===== src/rtl/lsu_pkg.sv =====
// Shared types and helpers for the load/store unit: FSM state encoding,
// RV32I funct3 width codes, and access legality checks.
package lsu_pkg;

  typedef enum logic [1:0] {
    IDLE  = 2'd0,
    ISSUE = 2'd1,
    WAIT  = 2'd2,
    RESP  = 2'd3
  } lsu_state_t;

  localparam logic [2:0] F3_B  = 3'b000;
  localparam logic [2:0] F3_H  = 3'b001;
  localparam logic [2:0] F3_W  = 3'b010;
  localparam logic [2:0] F3_BU = 3'b100;
  localparam logic [2:0] F3_HU = 3'b101;

  // Unsigned variants only exist for loads; 011/110/111 are never legal.
  function automatic logic f3_legal(input logic we, input logic [2:0] f3);
    logic ok;
    case (f3)
      F3_B, F3_H, F3_W: ok = 1'b1;
      F3_BU, F3_HU:     ok = ~we;
      default:          ok = 1'b0;
    endcase
    return ok;
  endfunction

  // Halfwords need addr[0]=0, words need addr[1:0]=0.
  function automatic logic is_misaligned(input logic [2:0] f3, input logic [1:0] off);
    logic mis;
    case (f3[1:0])
      2'b01:   mis = off[0];
      2'b10:   mis = (off != 2'b00);
      default: mis = 1'b0;
    endcase
    return mis;
  endfunction

endpackage


===== src/rtl/lsu_align.sv =====
// Lane steering for the load/store unit: byte enables and replicated store
// data toward the bus, and sign/zero-extended load data back to the core.
// Purely combinational; driven from the captured request registers.
module lsu_align
  import lsu_pkg::*;
(
  input  logic        we_i,
  input  logic [2:0]  funct3_i,
  input  logic [1:0]  off_i,
  input  logic [31:0] wdata_i,
  input  logic [31:0] rdata_i,
  output logic [3:0]  be_o,
  output logic [31:0] wdata_o,
  output logic [31:0] rdata_o
);

  logic [7:0]  byte_sel;
  logic [15:0] half_sel;

  // Store enables and lane replication; loads always enable the full word.
  always_comb begin
    be_o    = 4'b1111;
    wdata_o = wdata_i;
    if (we_i) begin
      case (funct3_i[1:0])
        2'b00: begin
          be_o    = 4'b0001 << off_i;
          wdata_o = {4{wdata_i[7:0]}};
        end
        2'b01: begin
          be_o    = off_i[1] ? 4'b1100 : 4'b0011;
          wdata_o = {2{wdata_i[15:0]}};
        end
        default: begin
          be_o    = 4'b1111;
          wdata_o = wdata_i;
        end
      endcase
    end
  end

  // Pick the addressed byte/half from the response word and extend it.
  always_comb begin
    case (off_i)
      2'd0:    byte_sel = rdata_i[7:0];
      2'd1:    byte_sel = rdata_i[15:8];
      2'd2:    byte_sel = rdata_i[23:16];
      default: byte_sel = rdata_i[31:24];
    endcase
    half_sel = off_i[1] ? rdata_i[31:16] : rdata_i[15:0];
    case (funct3_i)
      F3_B:    rdata_o = {{24{byte_sel[7]}}, byte_sel};
      F3_BU:   rdata_o = {24'd0, byte_sel};
      F3_H:    rdata_o = {{16{half_sel[15]}}, half_sel};
      F3_HU:   rdata_o = {16'd0, half_sel};
      default: rdata_o = rdata_i;
    endcase
  end

endmodule


===== src/rtl/lsu_ctrl.sv =====
// Load/store unit controller: turns one core load/store into a single
// word-aligned request/grant/response bus transaction, stalls the core until
// it completes, and returns formatted load data.
// Optional feature: define LSU_MISALIGN_TRAP_EN to trap misaligned
// halfword/word accesses instead of silently aligning them.
//
// state | meaning
// IDLE  | waiting for req_i; legality checked, request captured
// ISSUE | mem_req_o high, waiting for mem_gnt_i
// WAIT  | waiting for mem_rvalid_i, bounded by TIMEOUT_CYCLES
// RESP  | one-cycle done_o (and err_o if flagged)
module lsu_ctrl
  import lsu_pkg::*;
#(
  parameter int unsigned TIMEOUT_CYCLES = 16
) (
  input  logic        clk,
  input  logic        reset,
  input  logic        req_i,
  input  logic        we_i,
  input  logic [2:0]  funct3_i,
  input  logic [31:0] addr_i,
  input  logic [31:0] wdata_i,
  output logic [31:0] rdata_o,
  output logic        stall_o,
  output logic        done_o,
  output logic        err_o,
  output logic        mem_req_o,
  input  logic        mem_gnt_i,
  output logic        mem_we_o,
  output logic [3:0]  mem_be_o,
  output logic [31:0] mem_addr_o,
  output logic [31:0] mem_wdata_o,
  input  logic        mem_rvalid_i,
  input  logic [31:0] mem_rdata_i
);

  localparam logic [7:0] TO_LAST = 8'(TIMEOUT_CYCLES - 1);

  lsu_state_t  state_q, state_d;
  logic [31:0] addr_q, wdata_q, rdata_q;
  logic [2:0]  f3_q;
  logic        we_q, err_q;
  logic [7:0]  cnt_q;
  logic        access_ok;
  logic        wait_expired;
  logic [3:0]  be_w;
  logic [31:0] wdata_w, rdata_fmt;

`ifdef LSU_MISALIGN_TRAP_EN
  assign access_ok = f3_legal(we_i, funct3_i) && !is_misaligned(funct3_i, addr_i[1:0]);
`else
  assign access_ok = f3_legal(we_i, funct3_i);
`endif

  assign wait_expired = (cnt_q == TO_LAST);

  lsu_align u_align (
    .we_i     (we_q),
    .funct3_i (f3_q),
    .off_i    (addr_q[1:0]),
    .wdata_i  (wdata_q),
    .rdata_i  (mem_rdata_i),
    .be_o     (be_w),
    .wdata_o  (wdata_w),
    .rdata_o  (rdata_fmt)
  );

  // State register; reset drops mem_req_o asynchronously through the decode.
  always_ff @(posedge clk or negedge reset) begin
    if (!reset) state_q <= IDLE;
    else        state_q <= state_d;
  end

  // Next-state logic; illegal accesses skip the bus entirely.
  always_comb begin
    state_d = state_q;
    case (state_q)
      IDLE:  if (req_i) state_d = access_ok ? ISSUE : RESP;
      ISSUE: if (mem_gnt_i) state_d = WAIT;
      WAIT:  if (mem_rvalid_i || wait_expired) state_d = RESP;
      default: state_d = IDLE;
    endcase
  end

  // Request capture, response timeout counter, error flag and load data.
  always_ff @(posedge clk or negedge reset) begin
    if (!reset) begin
      addr_q  <= '0;
      wdata_q <= '0;
      f3_q    <= '0;
      we_q    <= 1'b0;
      err_q   <= 1'b0;
      cnt_q   <= '0;
      rdata_q <= '0;
    end else begin
      case (state_q)
        IDLE: begin
          if (req_i) begin
            addr_q  <= addr_i;
            wdata_q <= wdata_i;
            f3_q    <= funct3_i;
            we_q    <= we_i;
            err_q   <= ~access_ok;
            if (!access_ok) rdata_q <= '0;
          end
        end
        ISSUE: cnt_q <= '0;
        WAIT: begin
          cnt_q <= cnt_q + 8'd1;
          if (mem_rvalid_i) begin
            rdata_q <= rdata_fmt;
          end else if (wait_expired) begin
            rdata_q <= '0;
            err_q   <= 1'b1;
          end
        end
        default: ;
      endcase
    end
  end

  // Output decode; bus fields are only non-zero while the request is up.
  always_comb begin
    done_o      = (state_q == RESP);
    err_o       = done_o & err_q;
    stall_o     = req_i & ~done_o;
    mem_req_o   = (state_q == ISSUE);
    mem_we_o    = mem_req_o & we_q;
    mem_be_o    = mem_req_o ? be_w : 4'b0000;
    mem_addr_o  = mem_req_o ? {addr_q[31:2], 2'b00} : 32'd0;
    mem_wdata_o = mem_req_o ? wdata_w : 32'd0;
    rdata_o     = rdata_q;
  end

endmodule


===== config.mk =====
export PLATFORM = sky130hd
export DESIGN_NAME = lsu_ctrl
export DESIGN_NICKNAME = d
export VERILOG_FILES = /design/src/rtl/lsu_pkg.sv /design/src/rtl/lsu_align.sv /design/src/rtl/lsu_ctrl.sv
export SDC_FILE = /design/constraint.sdc
export NUM_CORES = 1
export LEC_CHECK = 0
export ABC_AREA = 1
export CELL_PAD_IN_SITES_DETAIL_PLACEMENT = 0
export CELL_PAD_IN_SITES_GLOBAL_PLACEMENT = 1
export CORE_ASPECT_RATIO = 0.5
export CORE_UTILIZATION = 30
export DETAILED_ROUTE_END_ITERATION = 6
export PLACE_DENSITY = 0.79
export SYNTH_ARGS = -nofsm -noshare
export SYNTH_HDL_FRONTEND = slang
export SYNTH_HIERARCHICAL = 1
export SYNTH_SLANG_ARGS = --single-unit

===== constraint.sdc =====
create_clock -name clk -period 1.9 [get_ports clk]
set_clock_uncertainty 0.2 [all_clocks]
set_input_delay 0.38 -clock clk [delete_from_list [all_inputs] [get_ports clk]]
set_output_delay 0.38 -clock clk [all_outputs]
set_load 0.01 [all_outputs]

**After elaboration in Yosys (flattened, before gate mapping)**

Index checks and enable logic that the tools add are counted.
Widths: inputs -> output; s select.

- Order comparisons: 0
- Shift operators: 1
- Equal/unequal tests: 21
- Bitwise gates (word level): 6
- $mul: 0
- Mux-type cells: 27
- Add/sub/neg operators: 1
- Reduce and logical (&&, ||, !) cells: 14
- Divide/modulo/power cells: 0

Operator list:

| cell | count |
|---|---|
| $mux 32 | 7 |
| $pmux 32 s2 | 2 |
| $pmux 32 s4 | 1 |
| $pmux 8 s3 | 1 |
| $mux 16 | 1 |
| $pmux 8 s2 | 1 |
| $eq 3x3->1 const B | 4 |
| $mux 4 | 3 |
| $ne 2x2->1 const B | 5 |
| $add 8x1->8 const B | 1 |
| $eq 8x4->1 const B | 1 |
| $mux 2 | 4 |
| $pmux 4 s2 | 1 |
| $reduce_and 4->1 | 2 |
| $eq 2x1->1 const B | 3 |
| $eq 2x2->1 const B | 3 |
| $eq 3x1->1 const B | 2 |
| $logic_not 2->1 | 3 |
| $logic_not 3->1 | 2 |
| $pmux 2 s3 | 1 |
| $pmux 1 s2 | 2 |
| $reduce_bool 2->1 | 2 |
| $shl 1x2->4 const A | 1 |
| $and 1x1->1 | 3 |
| other kinds (10) | 14 |

- Bits in registers: 111
- Memories: 0
- Memory bits (read-only): 0
- Output and inout port bits: 105
- Bits in latches: 0
- Bits of input ports: 105
- Logic and storage cells: 78
- Memory bits (writable): 0

**Logic depth before layout (Yosys ltp)**

Gate-level depths: netlist of the first run.

- Depth after elaboration: 6
- Depth in mapped cells: 11
- Mapped depth without buffers: 10

**Cells and area by module**

Netlist of the first run, hierarchy kept.

Modules (own cells, without submodules):

| module | instances | seq. area each (um2) | cells each | area each (um2) |
|---|---|---|---|---|
| lsu_ctrl | 1 | 2,777.7 | 608 | 5,297.6 |
| lsu_align | 1 | 0.0 | 244 | 1,146.1 |

**Worst setup path after synthesis of the first run**

OpenSTA, ideal clock, no wires.

- Path kind: register -> output
- Start point: register state_q[1]
- End point: output mem_wdata_o[10]
- Path slack: -142 ps
- Data arrival time: 1,462 ps
- Stages on the path, launching flop included: 8
- Required time: 1,320 ps
- Buffers on the path: 3
- Path through: dfrtp_1 -> inv_1 -> ha_1 -> clkbuf_1 -> buf_2 -> buf_1 -> nand2_1 -> inv_1

- Word-level cells in the longest chain between the ends: 2

RTL lines:

| item | line | RTL |
|---|---|---|
| start: declaration | lsu_ctrl.sv:40 | `lsu_state_t state_q, state_d;` |
| start signal: assignment | lsu_ctrl.sv:72 | `else state_q <= state_d;` |
| $eq 2x1->1 | lsu_ctrl.sv:128 | `mem_req_o = (state_q == ISSUE);` |
| named net mem_req_o | lsu_ctrl.sv:28 | `output logic mem_req_o,` |
| $mux 32 | lsu_ctrl.sv:132 | `mem_wdata_o = mem_req_o ? wdata_w : 32'd0;` |
| end: declaration | lsu_ctrl.sv:33 | `output logic [31:0] mem_wdata_o,` |

The timed path passes the listed nets, and every way through them passes these cells.

**Final worst setup path of the first run**

- Start point: register f3_q[1]
- End point: output mem_wdata_o[24]

- Word-level cells in the longest chain between the ends: 4
- Elaborated cells on any way between the ends: 5
- Those cells by class: eq/ne: 1; mux: 3; reduce/logical: 1

RTL lines:

| item | line | RTL |
|---|---|---|
| start: declaration | lsu_ctrl.sv:42 | `logic [2:0] f3_q;` |
| start signal: assignment | lsu_ctrl.sv:102 | `f3_q <= funct3_i;` |
| $eq 2x1->1 or $logic_not 2->1 (tied branches) | lsu_align.sv:25 | `case (funct3_i[1:0])` |
| $pmux 32 s2 * | lsu_align.sv:25 |  |
| $mux 32 * | lsu_align.sv:24 | `if (we_i) begin` |
| named net wdata_w[24] | lsu_ctrl.sv:48 | `logic [31:0] wdata_w, rdata_fmt;` |
| $mux 32 * | lsu_ctrl.sv:132 |  |

Mark *: on every way through the listed nets, which the timed path passes. The rest lies on a longest branch.

==> results.yml, run 1 <==
place:
  portBuffers: 207
  dp_hpwl_um: 14500
  dp_worst_setup_slack_ns: -0.405
  gp_congestion: 0.839
  placed_cells: 1353
timing:
  rsz0062_at_grt: "true"
  drv_slew: 0
  post-route-period-util_pct: 117
  setup_ws_ns: -0.328
  period_minus_slack_ns: 2.23
  setup_viol_count_final: 105
  hold_viol: 0
  fmax_ghz: 0.449
global_routing:
  antenna_found_initial: 0
  track_usage_pct: 21.3
  grt_overflow: 0
  grt_pass1_wl_um: 36500
  grt_pass1_vias: 6823
  grt_max_degree: 33
power:
  clockPowerShare_pct: 10.0
  p_leak_uw: 0.00634
  cellPowerDensity_nw_per_um2: 1780
  switching_share_pct: 42.3
  comb_power_share_pct: 69.2
  finalPower_uw: 21300
  p_sw_uw: 9010
  ir_drop_v: 0.000696
  p_int_uw: 12300
  seq_power_share_pct: 20.7
routing:
  drt_first_pass_iters: 5
  vias: 6840
  drt_iter0_drc: 319
  drc_errors: 0
  viasPerCell: 4.71
  wire_per_inst_um: 17.1
  drtAntennaViolNets: 0
  wl_um: 24800
cts:
  cts_tree: "built"
  clock_sinks: 111
  clk_latency_ns: 0.35
  clock-root-buffer: "clkbuf_16"
  clock_path_buffers: 2
  htree_levels: 3
  cts-buffers-inserted: 9
  clk_pin_slew_ns: 0.08
status:
  status: "complete, but fails checks"
  violations: "setup timing"
setup_path:
  ff2ff_path_depth: 13
  cp-end-kind: "output pin"
  worstSetupPathType: "reg -> out"
  startpoint_type: "flip-flop"
  critPathMaxFanout: 5
  cp.arrival_ns: 1.65
  cp.required_ns: 1.32
synth:
  synthCells: 852
  ys.warnings.count: 6
  synth.distinct_cells: 30
  yosysSeqAreaShare_pct: 43.1
  synth.area.top_cells: "dfrtp_1, nand2_1, mux2_2"
  ys_ff_latch: 111
  yosysTopAreaCell: "dfrtp_1"
  avgSynthCellArea_sq_um: 7.56
  netlist_area_sq_um: 6440
  synth_top_area_share_pct: 43.1
cells_and_area:
  fin_nets: 1283
  antennaDiodeCount: 0
  drive_gt1_share_pct: 49.3
  syn_to_final_growth_pct: 86.1
  instances_no_fill: 1451
floorplanning:
  die_w_um: 209
  rows: 37
  start_util_pct: 31.0
  pin_count: 210
  die-area_sq_um: 22100
  die_y_um: 106
  core-area_sq_um: 20800
min_path:
  holdCritPathClass: "in -> async"
job:
  cap_violations: 0
## per-stage QoR
step | setup TNS [ns] | area, sq um | utilization (%) | hold slack (ns)
2_1_floorplan | 0 | 6450 | - | -0.116
3_3_place_gp | -27.83 | 9260 | 44.6 | 0.107
3_5_place_dp | -30.18 | 9260 | 44.6 | 0.105
4_1_cts | -28.77 | 10900 | 52.2 | 0.262
5_1_grt | -27.51 | 12000 | 57.7 | 0.279
6_report | -18.21 | 12000 | 57.7 | 0.262
## placed cells by master (no fill, tap or decap), types with 5 or more instances in the layout
cell / Yosys / routed
buf_8: 0 / 8
buf_16: 0 / 12
nand2_2: 1 / 60
nand2_8: 0 / 6
nand2_1: 286 / 183
inv_2: 1 / 71
buf_4: 11 / 72
mux2_2: 65 / 56
nor2_1: 45 / 22
dfrtp_1: 111 / 109
buf_12: 0 / 26
mux2_4: 0 / 9
buf_6: 5 / 81
inv_1: 150 / 75
clkbuf_16: 0 / 14
nand3_4: 1 / 14
nand3_2: 2 / 33
nor2_4: 4 / 10
dlymetal6s2s_1: 0 / 5
o22ai_1: 7 / 7
nand3_1: 79 / 37
clkdlybuf4s50_1: 0 / 129
nand2_4: 0 / 39
o21ai_1: 5 / 9
buf_2: 21 / 15
o21ai_2: 0 / 7
nor2_2: 2 / 19
## cell usage after synthesis, drive strengths merged
master and n:
a31oi 1, conb 1, nor2 51, nand3 82
o21ai 23, buf 40, a21oi 7, nor3 5
nand2 287, inv 151, clkinv 1, dfrtp 111
nand4 3, o211ai 1, ha 5, o22ai 7
clkbuf 10, mux2 65, or2 1
## layout make-up
cell class / instances / area (sq um)
clock buffers: 10 / 239
clock inverters: 6 / 90.1
fillers: 1795 / 8790
inverters: 152 / 598
multi-input cells: 543 / 3940
flip-flops and latches: 111 / 2780
well taps: 273 / 342
repair buffers: 355 / 4000
repair inverters: 1 / 11.3
## critical path, cell delays in order, from the launching register on
cell,delay [ns]
dfrtp_2,0.46
clkinv_4,0.11
nand2_8,0.09
inv_8,0.08
nand2_2,0.05
o21ai_2,0.06
nand2_1,0.11
nand2_1,0.10
nand2_2,0.05
inv_1,0.05
buf_2,0.13
## registers in the layout, summed over array words and instances, names as in the netlist
name	cells
state_q	2
f3_q	3
addr_q	32
cnt_q	8
err_q	1
wdata_q	32
we_q	1
rdata_o	32
## repair_timing
| action | CTS | global route |
|---|---|---|
| setup endpoints to repair | 166 | 177 |
| hold buffers | 1 | 0 |
| pin swaps | 29 | 133 |
| buffers inserted | 40 | 35 |
| gates cloned | 23 | 7 |
| endpoints found under the hold margin | 17 | 0 |
| gates resized for setup | 498 | 310 |
## final timing paths
path	startpoint	endpoint	slack, ns
max in group asynchronous	reset	rdata_o[25]$_DFFE_PN0P_	0.59
hold / removal	reset	wdata_q[5]$_DFFE_PN0P_	0.26
min in group clk	rdata_o[20]$_DFFE_PN0P_	rdata_o[20]$_DFFE_PN0P_	0.28
setup reg to reg	f3_q[1]$_DFFE_PN0P_	rdata_o[7]$_DFFE_PN0P_	-0.12
hold reg to reg	rdata_o[20]$_DFFE_PN0P_	rdata_o[20]$_DFFE_PN0P_	0.28
setup / recovery	f3_q[1]$_DFFE_PN0P_	mem_wdata_o[24]	-0.33
## routing by layer
layer	up-vias	global-route usage, %	wire [um]
li1	3253	-	-
met1	3364	27.4	10800
met2	182	36.8	12300
met3	41	3.69	1080
met4	0	5.72	599
met5	-	0	0
## power by group through the flow
stage	Combinational (uW)	Sequential [uW]	Clock (uW)
floorplan	4930	4130	0
global placement	8760	4090	0
detailed placement	8850	4150	0
CTS	12200	4190	2200
global route	15700	4530	2280
finish	14700	4410	2140
## cells by family after synthesis
| group | after synthesis | share of synthesized area [%] |
|---|---|---|
| other | 1 | 0.0582 |
| DFF | 111 | 43.1 |
| and+or+nand+nor | 429 | 27.8 |
| buffers and inverters | 202 | 13.4 |
| adders and majority gates | 5 | 0.971 |
| muxes | 65 | 11.4 |
| AOI/OAI and AO/OA | 39 | 3.34 |
Note: power is estimated with default switching activity, not from simulation.
==> inputs of run 2 (changes only) <==
SETUP_SLACK_MARGIN = 0.3   (was unset)
==> results.yml, run 2 (synthesis gave the netlist of run 1 again) <==
status:
  status: "complete, but fails checks"
  violations: "setup timing"
routing:
  viasPerCell: 4.70
  drc_errors: 0
  wl_met1_um: 10400
  drt_first_pass_iters: 5
  dr.max_layer_used: "met4"
  drt_iter0_drc: 337
  wl_um: 24500
  wl_met3_um: 1040
  drtAntennaViolNets: 0
  met2WireLength_um: 12300
  vias: 6960
  wire_per_inst_um: 16.5
place:
  place_area_sq_um: 9410
  placed_cells: 1360
  portBuffers: 207
  dp_hpwl_um: 14600
  gp_congestion: 0.872
  dp_worst_setup_slack_ns: -0.357
setup_path:
  r2r_end: "rdata_o[27]$_DFFE_PN0P_"
  worstSetupPathType: "reg -> out"
  cp.arrival_ns: 1.76
  r2r_start: "f3_q[1]$_DFFE_PN0P_"
  rrSetupSlack_ns: -0.39
  startpoint_type: "flip-flop"
  ff2ff_path_depth: 15
  critPathMaxFanout: 4
  cp-end-kind: "output pin"
  cp.required_ns: 1.32
floorplanning:
  core-area_sq_um: 20800
  die-area_sq_um: 22100
  die_w_um: 209
  start_util_pct: 31.0
  die_y_um: 106
  pin_count: 210
  rows: 37
cts:
  htree_levels: 3
  clock_path_buffers: 2
  clock_sinks: 111
  clk_latency_ns: 0.36
  cts_tree: "built"
  clock-root-buffer: "clkbuf_16"
  cts-buffers-inserted: 9
  clk_pin_slew_ns: 0.08
job:
  cap_violations: 0
cells_and_area:
  fin_nets: 1314
  drive_gt1_share_pct: 54.1
  syn_to_final_growth_pct: 91.5
  instances_no_fill: 1482
  final_design_area_no_fill_sq_um: 12300
  final_cell_mix: "nand2_1, dfrtp_1, buf_6"
  final_common_cell: "nand2_1"
  antennaDiodeCount: 0
min_path:
  hold_depth: 2
  holdPathEnd: "rdata_o[15]$_DFFE_PN0P_"
  min_from: "rdata_o[15]$_DFFE_PN0P_"
  holdCritPathClass: "reg -> reg"
power:
  switching_share_pct: 41.8
  comb_power_share_pct: 70.3
  finalPower_uw: 21700
  clockPowerShare_pct: 9.7
  p_int_uw: 12700
  cellPowerDensity_nw_per_um2: 1760
  p_sw_uw: 9090
  ir_drop_v: 0.000649
  seq_power_share_pct: 20.0
  p_leak_uw: 0.00648
global_routing:
  track_usage_pct: 21.2
  grt_overflow: 0
  grt_pass1_wl_um: 36300
  grt_pass1_vias: 6853
  antenna_found_initial: 0
  grt_max_degree: 33
timing:
  period_minus_slack_ns: 2.34
  fmax_ghz: 0.428
  setup_ws_ns: -0.436
  rsz0062_at_grt: "true"
  post-route-period-util_pct: 123
  hold_viol: 0
  drv_slew: 0
  setup_viol_count_final: 171
## run 2: worst max-delay path by stage
stage,cells past startpoint,endpoint,startpoint
2_1_floorplan,9,rdata_o[0]$_DFFE_PN0P_,state_q[0]$_DFFE_PN0P_
3_3_place_gp,9,rdata_o[28]$_DFFE_PN0P_,mem_rdata_i[15]
3_5_place_dp,8,mem_be_o[0],f3_q[1]$_DFFE_PN0P_
4_1_cts,7,mem_wdata_o[19],f3_q[1]$_DFFE_PN0P_
5_1_grt,10,mem_be_o[0],f3_q[1]$_DFFE_PN0P_
6_report,10,mem_be_o[0],f3_q[1]$_DFFE_PN0P_
## run 2: area by class of cell
cell class	instances	area, sq um
clock buffer	10	229
clock inverter	6	92.6
fill	1693	8440
inverter	152	591
multi-input combinational	543	3900
sequential	111	2780
tap	273	342
timing repair buffer	387	4410
## run 2: power by group through the flow
stage          Clock, uW  Sequential (uW)  Combinational [uW]
2_1_floorplan          0             4140                5460
4_1_cts             2150             4210               12900
3_3_place_gp           0             4100                9100
6_report            2110             4340               15300
3_5_place_dp           0             4160                9170
5_1_grt             2250             4470               16300
## run 2: through the flow
step,hold slack [ns],utilization (%),TNS (ns)
4_1_cts,0.281,54.6,-36.29
3_3_place_gp,0.136,45.3,-30.97
2_1_floorplan,-0.116,-,0
5_1_grt,0.297,59.4,-56.17
6_report,0.274,59.4,-44.06
3_5_place_dp,0.138,45.3,-32.09
## run 2: critical path: stages, from the launching register on
cell      delay (ns)
dfrtp_1         0.40
buf_6           0.13
nor2_4          0.14
clkinv_4        0.08
buf_6           0.13
buf_6           0.12
nor2_4          0.09
o21ai_2         0.06
nand2_1         0.07
inv_1           0.05
buf_2           0.13
## run 2: routing by layer
metal	global-route usage, %	vias up
met5	0	-
met4	7.35	0
met3	3.43	55
met1	26.8	3386
li1	-	3319
met2	36.8	200
## run 2: repair_timing
action,in CTS,in global routing
hold buffers,1,0
setup endpoints to repair,210,195
gates cloned,22,2
buffers inserted,55,26
hold endpoints to repair,22,0
resized for setup,544,274
pin swaps,36,126
==> inputs of run 3 (changes only) <==
CORE_UTILIZATION = 31   (was 30)
CTS_BUF_LIST = sky130_fd_sc_hd__clkbuf_2   (was unset)
PLACE_DENSITY = 0.82   (was 0.79)
==> results.yml, run 3 (synthesis gave the netlist of run 1 again) <==
status:
  status: "complete, but fails checks"
  violations: "setup timing"
timing:
  post-route-period-util_pct: 141
  worst_pin_slew_ns: 0.529
  setup_ws_ns: -0.782
  fin_tns_setup_ns: -63.65
  setup_viol_count_final: 173
  rsz0062_at_grt: "true"
  whs_ns: 0.129
  drv_slew: 0
  period_minus_slack_ns: 2.68
  slew_headroom_pct: 64.7
  hold_viol: 0
  fmax_ghz: 0.373
routing:
  drt_first_pass_iters: 5
  wire_per_inst_um: 16.2
  drc_errors: 0
  viasPerCell: 4.66
  vias: 6742
  wl_um: 23500
  drt_iter0_drc: 547
  drtAntennaViolNets: 0
power:
  p_leak_uw: 0.00617
  switching_share_pct: 43.6
  cellPowerDensity_nw_per_um2: 1660
  comb_power_share_pct: 71.9
  ir_drop_v: 0.000816
  seq_power_share_pct: 22.9
  p_sw_uw: 8150
  p_int_uw: 10600
  clockPowerShare_pct: 5.2
floorplanning:
  die_w_um: 206
  die-area_sq_um: 21400
  die_y_um: 104
  pin_count: 210
  rows: 36
  core-area_sq_um: 19900
  start_util_pct: 32.4
cts:
  clock_sinks: 111
  clock_path_buffers: 2
  cts-buffers-inserted: 9
  cts_tree: "built"
  clk_latency_ns: 0.63
  clk_pin_slew_ns: 0.32
  htree_levels: 3
  clock-root-buffer: "clkbuf_2"
place:
  dp_worst_setup_slack_ns: -0.417
  gp_congestion: 0.878
  dp_hpwl_um: 14800
  portBuffers: 207
global_routing:
  grt_max_degree: 71
  grt_overflow: 0
  grt_pass1_vias: 6518
  grt_pass1_wl_um: 33900
  track_usage_pct: 20.2
  antenna_found_initial: 1
cells_and_area:
  final_cell_mix: "nand2_1, dfrtp_1, clkdlybuf4s50_1"
  n_fill_cell: 1728
  final_common_cell: "nand2_1"
  syn_to_final_growth_pct: 74.5
  fin_nets: 1287
  multiInputGateArea_sq_um: 3630
  post-route-util_pct: 56.5
  drive_gt1_share_pct: 46.7
  register_area_sq_um: 2780
setup_path:
  crit_family: "flip-flops"
  worstSetupPathType: "reg -> out"
  cp-end-kind: "output pin"
  slowest_delay_ns: 0.46
  cp.arrival_ns: 2.10
  cp.required_ns: 1.32
  cp_cell_sequence: "buf_6, nor2_4, clkinvlp_4, o21ai_1, nand2_1, nand2_1, nand2_2, inv_2, buf_6"
  cp_slowest_cell: "dfrtp_1"
  path_buf_inv: 4
  critPathMaxFanout: 5
  startpoint_type: "flip-flop"
min_path:
  holdCritPathClass: "in -> reg"
job:
  cap_violations: 0
## run 3: cell count changes in the layout (fill, tap and decap cells not counted), sizes merged
cell           change
clkinvlp           +1
clkdlybuf4s15     -21
clkbuf             -5
dlygate4sd3        +1
buf                -8
bufbuf             +3
bufinv             -2
nand2              +1
diode              +1
clkinv             +2
## run 3: path summary, 6_finish.rpt
kind	from	end	depth (start not counted)	slack (ns)
max	f3_q[1]$_DFFE_PN0P_	mem_wdata_o[13]	9	-0.78
min	wdata_i[8]	wdata_q[8]$_DFFE_PN0P_	2	0.13
max reg2reg	f3_q[1]$_DFFE_PN0P_	rdata_o[25]$_DFFE_PN0P_	13	-0.46
min reg2reg	rdata_o[24]$_DFFE_PN0P_	rdata_o[24]$_DFFE_PN0P_	2	0.31
max in group asynchronous	reset	rdata_o[7]$_DFFE_PN0P_	4	0.47
min in group asynchronous	reset	addr_q[4]$_DFFE_PN0P_	3	0.15
## run 3: metal layers
layer  GRT usage (%)  routed length [um]
met3            3.57                1330
met2            34.0               11500
met4            5.62                 502
met1            26.6               10200
met5               0                   0
## run 3: power groups by stage
stage	registers (uW)	clock network (uW)	logic (uW)
detailed placement	4180	0	9150
global route	4420	1110	14400
CTS	4170	1040	11100
global placement	4120	0	9060
finish	4280	980	13500
floorplan	4140	0	5460
## run 3: what timing repair did
action | 4_1_cts | 5_1_grt
setup buffers | 41 | 22
cloned | 11 | 12
pin swaps | 22 | 25
hold endpoints to repair | 111 | 0
setup endpoints to repair | 211 | 214
hold buffers | 2 | 0
gates resized for setup | 574 | 172
## run 3: worst register-to-register path: cells and delay by family, from the launching register on
family	cells	cell delay, ns
AND/OR/NAND/NOR	7	0.82
flip-flops	1	0.46
buffers and inverters	6	0.82
## run 3: per-stage QoR
step / total power [uW] / std cells / area (sq um)
floorplan: 9600 / 853 / 6670
global placement: 13200 / 1344 / 9350
detailed placement: 13300 / 1344 / 9350
CTS: 16300 / 1413 / 10200
global route: 20000 / 1448 / 11200
finish: 18700 / 1448 / 11200
## run 3: cell type report
class                   instances  share of cell area (%)
repair inverters                1                  0.0668
well taps                     266                    2.96
inverters                     152                    5.25
repair buffers                358                    33.9
clock buffers                   9                   0.401
flip-flops and latches        111                    24.7
clock inverters                 6                   0.334
multi-input cells             544                    32.3
diodes                          1                  0.0223
